`src/rtl/cmp_seq_nbit_pkg.sv`:
```
// Shared types and helpers for the sequential magnitude comparator.
package cmp_pkg;

    typedef enum logic [1:0] {
        IDLE = 2'd0,
        SCAN = 2'd1,
        DONE = 2'd2
    } state_t;

    localparam logic [1:0] RES_LT = 2'b00;
    localparam logic [1:0] RES_EQ = 2'b01;
    localparam logic [1:0] RES_GT = 2'b10;

    function automatic int clog2(input int v);
        int r;
        r = 0;
        while ((1 << r) < v) r++;
        return r;
    endfunction

endpackage

```
`src/rtl/cmp_seq_nbit_if.sv`:
```
// Request/result bundle between a compare client and cmp_seq_nbit.
interface cmp_seq_nbit_if
    import cmp_pkg::*;
#(
    parameter int WIDTH = 4,
    parameter int DIGIT = 1
);
    localparam int SW = clog2(WIDTH / DIGIT) + 1;

    logic             start;
    logic [WIDTH-1:0] a;
    logic [WIDTH-1:0] b;
    logic             signed_mode;
    logic             busy;
    logic             done;
    logic             agtb;
    logic             aeqb;
    logic             altb;
    logic [SW-1:0]    slices_used;

    modport master (
        output start, a, b, signed_mode,
        input  busy, done, agtb, aeqb, altb, slices_used
    );

    modport slave (
        input  start, a, b, signed_mode,
        output busy, done, agtb, aeqb, altb, slices_used
    );
endinterface

```
`src/rtl/cmp_seq_nbit_slice.sv`:
```
// Combinational unsigned compare of one DIGIT-bit slice.
module cmp_slice #(
    parameter int DIGIT = 1
) (
    input  logic [DIGIT-1:0] sa,
    input  logic [DIGIT-1:0] sb,
    output logic             gt,
    output logic             lt
);
    assign gt = (sa > sb);
    assign lt = (sa < sb);
endmodule

```
`src/rtl/cmp_seq_nbit.sv`:
```
// Sequential MSB-first magnitude comparator, DIGIT bits per cycle, with
// optional early exit at the first differing slice.
module cmp_seq_nbit
    import cmp_pkg::*;
#(
    parameter int WIDTH      = 4,
    parameter int DIGIT      = 1,
    parameter bit EARLY_EXIT = 1
) (
    input  logic           clk,
    input  logic           rst_n,
    cmp_seq_nbit_if.slave  bus
);
    localparam int N  = WIDTH / DIGIT;
    localparam int SW = clog2(N) + 1;

    generate
        if (WIDTH < 2 || (WIDTH % DIGIT) != 0) begin : g_bad_cfg
            $error("cmp_seq_nbit: WIDTH must be >= 2 and a multiple of DIGIT");
        end
    endgenerate

    state_t           state, state_nx;
    logic [WIDTH-1:0] a_r, b_r, a_sh, b_sh;
    logic [SW-1:0]    idx;
    logic             decided;
    logic [1:0]       res_r, res_now;
    logic [DIGIT-1:0] sa, sb;
    logic             s_gt, s_lt;
    logic             accept, last;
    logic             agtb_r, aeqb_r, altb_r;
    logic [SW-1:0]    su_r;

    // Slice idx sits at the bottom after shifting out the lower (N-idx) slices.
    assign a_sh = a_r >> ((N - int'(idx)) * DIGIT);
    assign b_sh = b_r >> ((N - int'(idx)) * DIGIT);
    assign sa   = a_sh[DIGIT-1:0];
    assign sb   = b_sh[DIGIT-1:0];

    cmp_slice #(.DIGIT(DIGIT)) u_slice (
        .sa (sa),
        .sb (sb),
        .gt (s_gt),
        .lt (s_lt)
    );

    assign accept = bus.start && (state == IDLE || state == DONE);
    assign last   = (idx == SW'(N));

    // A decided result is sticky; later differing slices never override it.
    always_comb begin
        res_now = RES_EQ;
        if (decided)   res_now = res_r;
        else if (s_gt) res_now = RES_GT;
        else if (s_lt) res_now = RES_LT;
    end

    always_ff @(posedge clk or negedge rst_n) begin
        if (!rst_n) state <= IDLE;
        else        state <= state_nx;
    end

    always_comb begin
        state_nx = state;
        case (state)
            IDLE: if (bus.start) state_nx = SCAN;
            SCAN: begin
                if ((EARLY_EXIT && (decided || s_gt || s_lt)) || last)
                    state_nx = DONE;
            end
            DONE: state_nx = bus.start ? SCAN : IDLE;
            default: state_nx = IDLE;
        endcase
    end

    always_ff @(posedge clk or negedge rst_n) begin
        if (!rst_n) begin
            a_r     <= '0;
            b_r     <= '0;
            idx     <= '0;
            decided <= 1'b0;
            res_r   <= RES_EQ;
            agtb_r  <= 1'b0;
            aeqb_r  <= 1'b0;
            altb_r  <= 1'b0;
            su_r    <= '0;
        end else if (accept) begin
            // Flipping the MSB maps two's complement onto offset binary.
            a_r     <= {bus.a[WIDTH-1] ^ bus.signed_mode, bus.a[WIDTH-2:0]};
            b_r     <= {bus.b[WIDTH-1] ^ bus.signed_mode, bus.b[WIDTH-2:0]};
            idx     <= SW'(1);
            decided <= 1'b0;
            res_r   <= RES_EQ;
        end else if (state == SCAN) begin
            if (!decided && (s_gt || s_lt)) begin
                decided <= 1'b1;
                res_r   <= s_gt ? RES_GT : RES_LT;
            end
            if (state_nx == DONE) begin
                agtb_r <= (res_now == RES_GT);
                aeqb_r <= (res_now == RES_EQ);
                altb_r <= (res_now == RES_LT);
                su_r   <= idx;
            end else begin
                idx <= idx + SW'(1);
            end
        end
    end

    assign bus.busy        = (state == SCAN);
    assign bus.done        = (state == DONE);
    assign bus.agtb        = agtb_r;
    assign bus.aeqb        = aeqb_r;
    assign bus.altb        = altb_r;
    assign bus.slices_used = su_r;

endmodule

```
`src/flat_wrapper.sv`:
```
// flat-port wrapper written by rule: the top's interface ports become plain ports
module cmp_seq_nbit_flat import cmp_pkg::*;
#(
    parameter int WIDTH      = 4,
    parameter int DIGIT      = 1,
    parameter bit EARLY_EXIT = 1
)
  (clk, rst_n, bus_start, bus_a, bus_b, bus_signed_mode, bus_busy, bus_done, bus_agtb, bus_aeqb, bus_altb, bus_slices_used);
  cmp_seq_nbit_if #(.WIDTH(WIDTH), .DIGIT(DIGIT)) bus_i ();
  input  logic clk;
  input  logic rst_n;
  input wire logic [$bits(bus_i.start)-1:0] bus_start;
  input wire logic [$bits(bus_i.a)-1:0] bus_a;
  input wire logic [$bits(bus_i.b)-1:0] bus_b;
  input wire logic [$bits(bus_i.signed_mode)-1:0] bus_signed_mode;
  output wire logic [$bits(bus_i.busy)-1:0] bus_busy;
  output wire logic [$bits(bus_i.done)-1:0] bus_done;
  output wire logic [$bits(bus_i.agtb)-1:0] bus_agtb;
  output wire logic [$bits(bus_i.aeqb)-1:0] bus_aeqb;
  output wire logic [$bits(bus_i.altb)-1:0] bus_altb;
  output wire logic [$bits(bus_i.slices_used)-1:0] bus_slices_used;
  assign bus_i.start = bus_start;
  assign bus_i.a = bus_a;
  assign bus_i.b = bus_b;
  assign bus_i.signed_mode = bus_signed_mode;
  assign bus_busy = bus_i.busy;
  assign bus_done = bus_i.done;
  assign bus_agtb = bus_i.agtb;
  assign bus_aeqb = bus_i.aeqb;
  assign bus_altb = bus_i.altb;
  assign bus_slices_used = bus_i.slices_used;
  cmp_seq_nbit #(.WIDTH(WIDTH), .DIGIT(DIGIT), .EARLY_EXIT(EARLY_EXIT)) u_core (.clk(clk), .rst_n(rst_n), .bus(bus_i));
endmodule
```
`config.mk`:
```
export PLATFORM = sky130hd
export DESIGN_NAME = cmp_seq_nbit_flat
export DESIGN_NICKNAME = d
export VERILOG_FILES = /design/src/rtl/cmp_seq_nbit_pkg.sv /design/src/rtl/cmp_seq_nbit_if.sv /design/src/rtl/cmp_seq_nbit_slice.sv /design/src/rtl/cmp_seq_nbit.sv /design/src/flat_wrapper.sv
export SDC_FILE = /design/constraint.sdc
export NUM_CORES = 1
export LEC_CHECK = 0
export ABC_AREA = 1
export CAP_MARGIN = 20
export CORE_ASPECT_RATIO = 0.8
export CORE_MARGIN = 2
export CORE_UTILIZATION = 51
export CTS_BUF_LIST = sky130_fd_sc_hd__clkbuf_16
export DETAILED_ROUTE_END_ITERATION = 6
export PLACE_DENSITY = 0.77
export SYNTH_ARGS = -nofsm -noshare
export SYNTH_HDL_FRONTEND = slang
export SYNTH_HIERARCHICAL = 1
export SYNTH_SLANG_ARGS = --single-unit
```
`constraint.sdc`:
```
create_clock -name clk -period 3.2 [get_ports clk]
set_clock_uncertainty 0.15 [all_clocks]
set_input_delay 0.32 -clock clk [delete_from_list [all_inputs] [get_ports clk]]
set_output_delay 0.32 -clock clk [all_outputs]
set_load 0.05 [all_outputs]
```
==> metrics.yaml, run 1 <==
global_routing:
  grt_pass1_wl_um: 3795
  grt-ovfl-total: 0
  track_usage: 0.1956
  antenna_found_initial: 0
  grt_max_degree: 23
  first_global_vias: 871
min_path:
  hold_class: "in -> async"
synthesis:
  synthXorXnorAreaFrac: 0.01494
  seq_area_frac_synth: 0.4707
  syn_inst: 144
  yosys_warnings: 6
  synthMuxAreaShare: 0
  synthAdderAreaFrac: 0.03202
  synth_compound_area_frac: 0.09819
  syn_nets: 159
  synth_area_per_cell_um2: 8.141
  synthesis.area_mm2: 0.001172
  ys_ff_latch: 22
  synth_top_family_by_area: "simple AND/OR/NAND/NOR gates"
  synthSimpleGateAreaFrac: 0.3052
  yosysUniqueCellTypes: 23
timing:
  hold_slack_ns: 0.1768
  drv_slew: 0
  fin_setup_tns_ns: 0
  rsz0062_at_grt: "false"
  max_freq_mhz: 381.2
  slew_headroom: 0.6597
  period_minus_slack_ns: 2.624
  setup-violations-final: 0
  fin_crit_sh: 0.8199
  worst_slew_pin_slew_ns: 0.5089
  hold_viol: 0
clock_tree:
  clockBufferDepth: 2
  cts_resized: 0
  cts_buffers: 3
  clk_pin_slew_worst_paths_ns: 0.06
  clkSinkCount: 22
  cts_max_level: 1
  clock_latency_ns: 0.25
  cts_root_buffer: "clkbuf_16"
  post_cts_buffers: 0
  hold_buffers: 0
  cts_tree: "yes"
critical_path:
  cp_max_fo: 11
  crit_path_end_kind: "flip-flop"
  crit_arrival_ns: 2.66
  worst_path_most_repeated_cell: "inv_1"
  worstSetupPathType: "reg -> reg"
  start_kind: "flip-flop"
  critPathRequiredTime_ns: 3.23
  slowest_delay_ns: 0.51
  crit_path_top_delay_cell: "dfrtp_1"
  path_cells: "inv_1 > ha_1 > ha_1 > o21bai_1 > a21oi_1 > inv_1 > nor2_1 > inv_1 > o21ai_0 > nand2_1 > o21ai_2"
die:
  ios: 20
  core_mm2: 0.002158
  fp.dieArea_mm2: 0.002701
  rows: 15
  dieHeight_um: 46.89
  die-width_um: 57.61
  initial_core_util: 0.5432
final_layout:
  mostFrequentLayoutCells: "nand2_1 (52), dfrtp_1 (21), clkdlybuf4s50_1 (19)"
  area_growth_pct: 25.19
  num_antenna_cells: 0
  final_common_cell: "nand2_1"
  n_fill_cell: 179
  fin_nets: 181
  drive_gt1_frac: 0.1030
route:
  finalWirelength_um: 2252
  vias_per_cell: 4.905
  vias: 932
  drc: 0
  first_pass_iters: 5
  postRouteAntennaNets: 0
  routedWlPerCell_um: 11.85
  drt-initial-drc-count: 22
job:
  max_cap_violations: 0
power:
  ir_drop_mv: 0.7105
  leakage_nw: 0.7525
  powerDensity_mw_per_mm2: 1201
placed_design:
  io_buffers: 19
  gp_congestion: 0.8710
  hpwl_um: 1695
status:
  outcome: "completed"
## critical path: cells and delay by family (launching register included)
kind | cells | cell delay, ns
AOI/OAI and AO/OA | 4 | 0.72
adders and majority gates | 2 | 0.49
buffers and inverters | 3 | 0.31
DFF | 1 | 0.51
and+or+nand+nor | 2 | 0.38
## kinds of logic (layout without fill, tap and decap cells)
family / count (synthesis) / after routing
and+or+nand+nor: 79 / 79
DFF: 22 / 22
AOI/OAI and AO/OA: 19 / 19
buffers and inverters: 19 / 40
adders and majority gates: 3 / 3
xor gates and xnor gates: 2 / 2
## power by group
group          switching [mW]  total [mW]  internal [mW]  leakage (nW)
sequential              0.101       0.514          0.414         0.275
combinational           0.650       0.990          0.340         0.439
clock                  0.0921       0.259          0.166        0.0385
## cell type report
| cell class | count | area [um2] | area share |
|---|---|---|---|
| clock buffer | 3 | 75.07 | 0.05115 |
| clock inverter | 1 | 3.754 | 0.002558 |
| inverter | 16 | 60.06 | 0.04092 |
| multi-input combinational | 103 | 528.0 | 0.3598 |
| sequential | 22 | 551.8 | 0.3760 |
| tap | 25 | 31.28 | 0.02131 |
| timing repair buffer | 20 | 217.7 | 0.1483 |
## layer usage
| layer | vias to the layer above | global-route usage | wire length (um) |
|---|---|---|---|
| met5 | - | 0 | 0 |
| met4 | 0 | 0.09767 | 44 |
| met3 | 4 | 0.05785 | 129 |
| met2 | 22 | 0.3295 | 1051 |
| met1 | 419 | 0.2357 | 1027 |
| li1 | 487 | - | - |
## metrics by stage
step                      setup WS (ns)  instances  instance area (um2)  power (mW)  utilization
after global routing             0.2955        190                 1468       1.919       0.6800
after detailed placement         0.5870        185                 1361       1.502       0.6307
after CTS                        0.5652        189                 1440       1.768       0.6672
final                            0.5764        190                 1468       1.763       0.6800
after floorplan                  0.8432        144                 1172       1.310            -
after global placement           0.7592        185                 1361       1.472       0.6307
## worst paths after layout
path                                      start              end  slack, ns  depth (start not counted)
max in group asynchronous                 rst_n  u_core/res_r[0]       2.25                          2
min in group clk                u_core/res_r[0]  u_core/res_r[0]       0.31                          2
worst min-delay path                      rst_n  u_core/state[0]       0.18                          1
worst min register to register  u_core/res_r[0]  u_core/res_r[0]       0.31                          2
worst max-delay path              u_core/idx[0]  u_core/bus.agtb       0.58                         11
worst max register to register    u_core/idx[0]  u_core/bus.agtb       0.58                         11
## cells in the mapped netlist
library cell,n,area share
buf_4,1,0.0064
buf_12,1,0.017
a21o_1,1,0.0064
dfstp_2,1,0.022
nand4_1,1,0.0053
buf_2,1,0.0043
nand2_4,2,0.019
nand3_1,4,0.017
dfrtp_1,21,0.45
nor2_8,1,0.017
nand2_1,52,0.17
o21bai_1,1,0.0064
xnor2_1,2,0.015
nor2_1,16,0.051
nand3_4,1,0.015
o21ai_2,4,0.030
nor3_1,1,0.0043
nor2_4,1,0.0096
a21oi_1,3,0.013
o21ai_0,10,0.043
ha_1,3,0.032
inv_1,13,0.042
inv_2,3,0.0096
## sequential cells by signal, summed over array words and instances (netlist names)
signal and cells:
u_core/a_r 4, u_core/b_r 4, u_core/bus.slices_used 3, u_core/idx 3, u_core/res_r 2, u_core/state 2, u_core/bus.aeqb 1, u_core/bus.agtb 1
u_core/bus.altb 1, u_core/decided 1
No activity file was read; power rests on OpenSTA's default activity.
==> inputs of run 2 (changes only) <==
- CORE_UTILIZATION: 51 -> 46
- PLACE_DENSITY: 0.77 -> 0.74
- clock period: 3.2 -> 2.3 ns (I/O delays scaled with it)
==> run 2 against run 1 <==
Fmax is 12% higher. Register-to-register slack got worse by 0.62 ns. Global-route usage fell by 0.98 points. The run now ends with setup timing left. Critical path depth grew 1.
==> metrics.yaml, run 2 (synthesized netlist as in run 1, its figures left out) <==
critical_path:
  worstSetupPathType: "reg -> reg"
  crit_path_end_kind: "flip-flop"
  worst_path_most_repeated_cell: "nand2_1"
  critPathRequiredTime_ns: 2.29  # -0.94 ns
  crit_path_top_delay_cell: "dfrtp_1"
  cp_max_fo: 5  # -6
  slowest_delay_ns: 0.40  # -0.11 ns
  crit_arrival_ns: 2.34  # -0.32 ns
  start_kind: "flip-flop"
  path_cells: "inv_2 > ha_1 > ha_1 > o21bai_4 > a21oi_4 > inv_2 > nor2_2 > nor2_4 > o21ai_1 > nand2_1 > nand2_1 > nand2_1"
final_layout:
  seq_area_um2: 551.8  # unchanged
  top_regs: "u_core/a_r (4), u_core/b_r (4)"
  n_fill_cell: 204  # +14%
  drive_gt1_frac: 0.2081  # +0.1051
  multi_input_area_um2: 596.8  # +13%
  area_growth_pct: 37.25
  final_common_cell: "nand2_1"
  mostFrequentLayoutCells: "nand2_1 (52), dfrtp_1 (21), clkdlybuf4s50_1 (19)"
  fin_nets: 189  # +4.4%
  num_antenna_cells: 0  # unchanged
  fin_area_mm2: 0.001609  # +9.6%
global_routing:
  grt_max_degree: 17  # -26%
  grt_pass1_wl_um: 4195  # +11%
  antenna_found_initial: 0  # unchanged
  first_global_vias: 959  # +10%
  track_usage: 0.1859  # -0.009769
  grt-ovfl-total: 0  # unchanged
clock_tree:
  cts_tree: "yes"
  cts_max_level: 1  # unchanged
  cts_buffers: 3  # unchanged
  clk_pin_slew_worst_paths_ns: 0.06  # about the same
  clock_latency_ns: 0.26  # about the same
  cts_root_buffer: "clkbuf_16"
  clockBufferDepth: 2  # unchanged
  clkSinkCount: 22  # unchanged
timing:
  period_minus_slack_ns: 2.345  # -0.2787 ns
  worst_slew_pin_slew_ns: 0.5401  # +0.03123 ns
  slew_headroom: 0.6388  # -0.02088
  fin_setup_tns_ns: -0.1789  # -0.1789 ns
  setup-violations-final: 5  # +5
  fin_crit_sh: 1.020  # +0.1997
  drv_slew: 0  # unchanged
  max_freq_mhz: 426.5  # +12%
  layout_setup_ws_ns: -0.04494  # -0.6213 ns
  hold_viol: 0  # unchanged
status:
  violations: "setup timing"
  outcome: "finished, violations left"
route:
  first_pass_iters: 4  # -1
  vias: 1029  # +10%
  finalWirelength_um: 2661  # +18%
  postRouteAntennaNets: 0  # unchanged
  drc: 0  # unchanged
  vias_per_cell: 4.923  # +0.37%
  routedWlPerCell_um: 12.73  # +7.4%
  drt-initial-drc-count: 18  # -18%
die:
  fp.dieArea_mm2: 0.002971  # +10%
  dieHeight_um: 49.16  # +4.8%
  initial_core_util: 0.4800  # -0.06317
  rows: 16  # +1
  ios: 20  # unchanged
  die-width_um: 60.44  # +4.9%
  core_mm2: 0.002442  # +13%
placed_design:
  hpwl_um: 1816  # +7.1%
  gp_congestion: 0.7952  # -8.7%
  io_buffers: 19  # unchanged
  place_area_mm2: 0.001411  # +3.7%
job:
  max_cap_violations: 0  # unchanged
min_path:
  hold_class: "in -> async"
[run 2: per-stage QoR]
step	instances	hold WS [ns]	utilization	setup WS, ns
after floorplan	144	-0.2156	-	0.02357
after global placement	199	0.3126	0.5779	0.1139
after detailed placement	199	0.3175	0.5779	0.002994
after CTS	203	0.1861	0.6230	0.01804
after global routing	209	0.2132	0.6588	-0.1106
final	209	0.1731	0.6588	-0.04494
[run 2: repair_timing]
| item | in CTS | in global routing |
|---|---|---|
| cloned | 0 | 1 |
| hold buffers | 0 | 0 |
| endpoints found under the setup margin | 1 | 14 |
| pin swaps | 0 | 6 |
| gates resized for setup | 1 | 15 |
| setup buffers | 0 | 5 |
[run 2: area by class of cell]
cell class	instances	share of cell area
clock buffers	3	0.04666
clock inverters	1	0.01866
inverters	16	0.03733
multi-input cells	104	0.3709
flip-flops and latches	22	0.3429
well taps	36	0.02799
repair buffers	27	0.1555
[run 2: critical path: cells and delay by family (launching register included)]
kind / cells / cell delay (ns)
AOI/OAI and AO/OA: 3 / 0.55
buffers and inverters: 2 / 0.12
adders and majority gates: 2 / 0.46
DFF: 1 / 0.40
and+or+nand+nor: 5 / 0.56
[run 2: worst paths after layout]
path                            depth (start not counted)              end  slack [ns]          start
worst max-delay path                                   12  u_core/res_r[1]       -0.04  u_core/idx[1]
worst min-delay path                                    1    u_core/a_r[3]        0.17          rst_n
worst max register to register                         12  u_core/res_r[1]       -0.04  u_core/idx[1]
worst min register to register                          2    u_core/b_r[2]        0.34  u_core/b_r[2]
max in group asynchronous                               2  u_core/bus.agtb        1.27          rst_n
min in group clk                                        2    u_core/b_r[2]        0.34  u_core/b_r[2]
[run 2: per-layer routing]
layer	vias to the layer above	track usage	share of wire
li1	504	-	-
met1	489	0.2474	0.42
met2	27	0.3080	0.50
met4	0	0.03261	0.025
met5	-	0	0
met3	9	0.04775	0.053
Power of run 2 is left out: the tool's default activity adds up to more than one toggle a clock period on the data nets, which glitch-free logic cannot reach.
==> inputs of run 3 (changes only) <==
- GPL_ROUTABILITY_DRIVEN: unset -> 1
==> results of run 3 <==
Final layout, timing and power as in run 2 (identical DEF).
Power of run 3 is left out for the same reason.
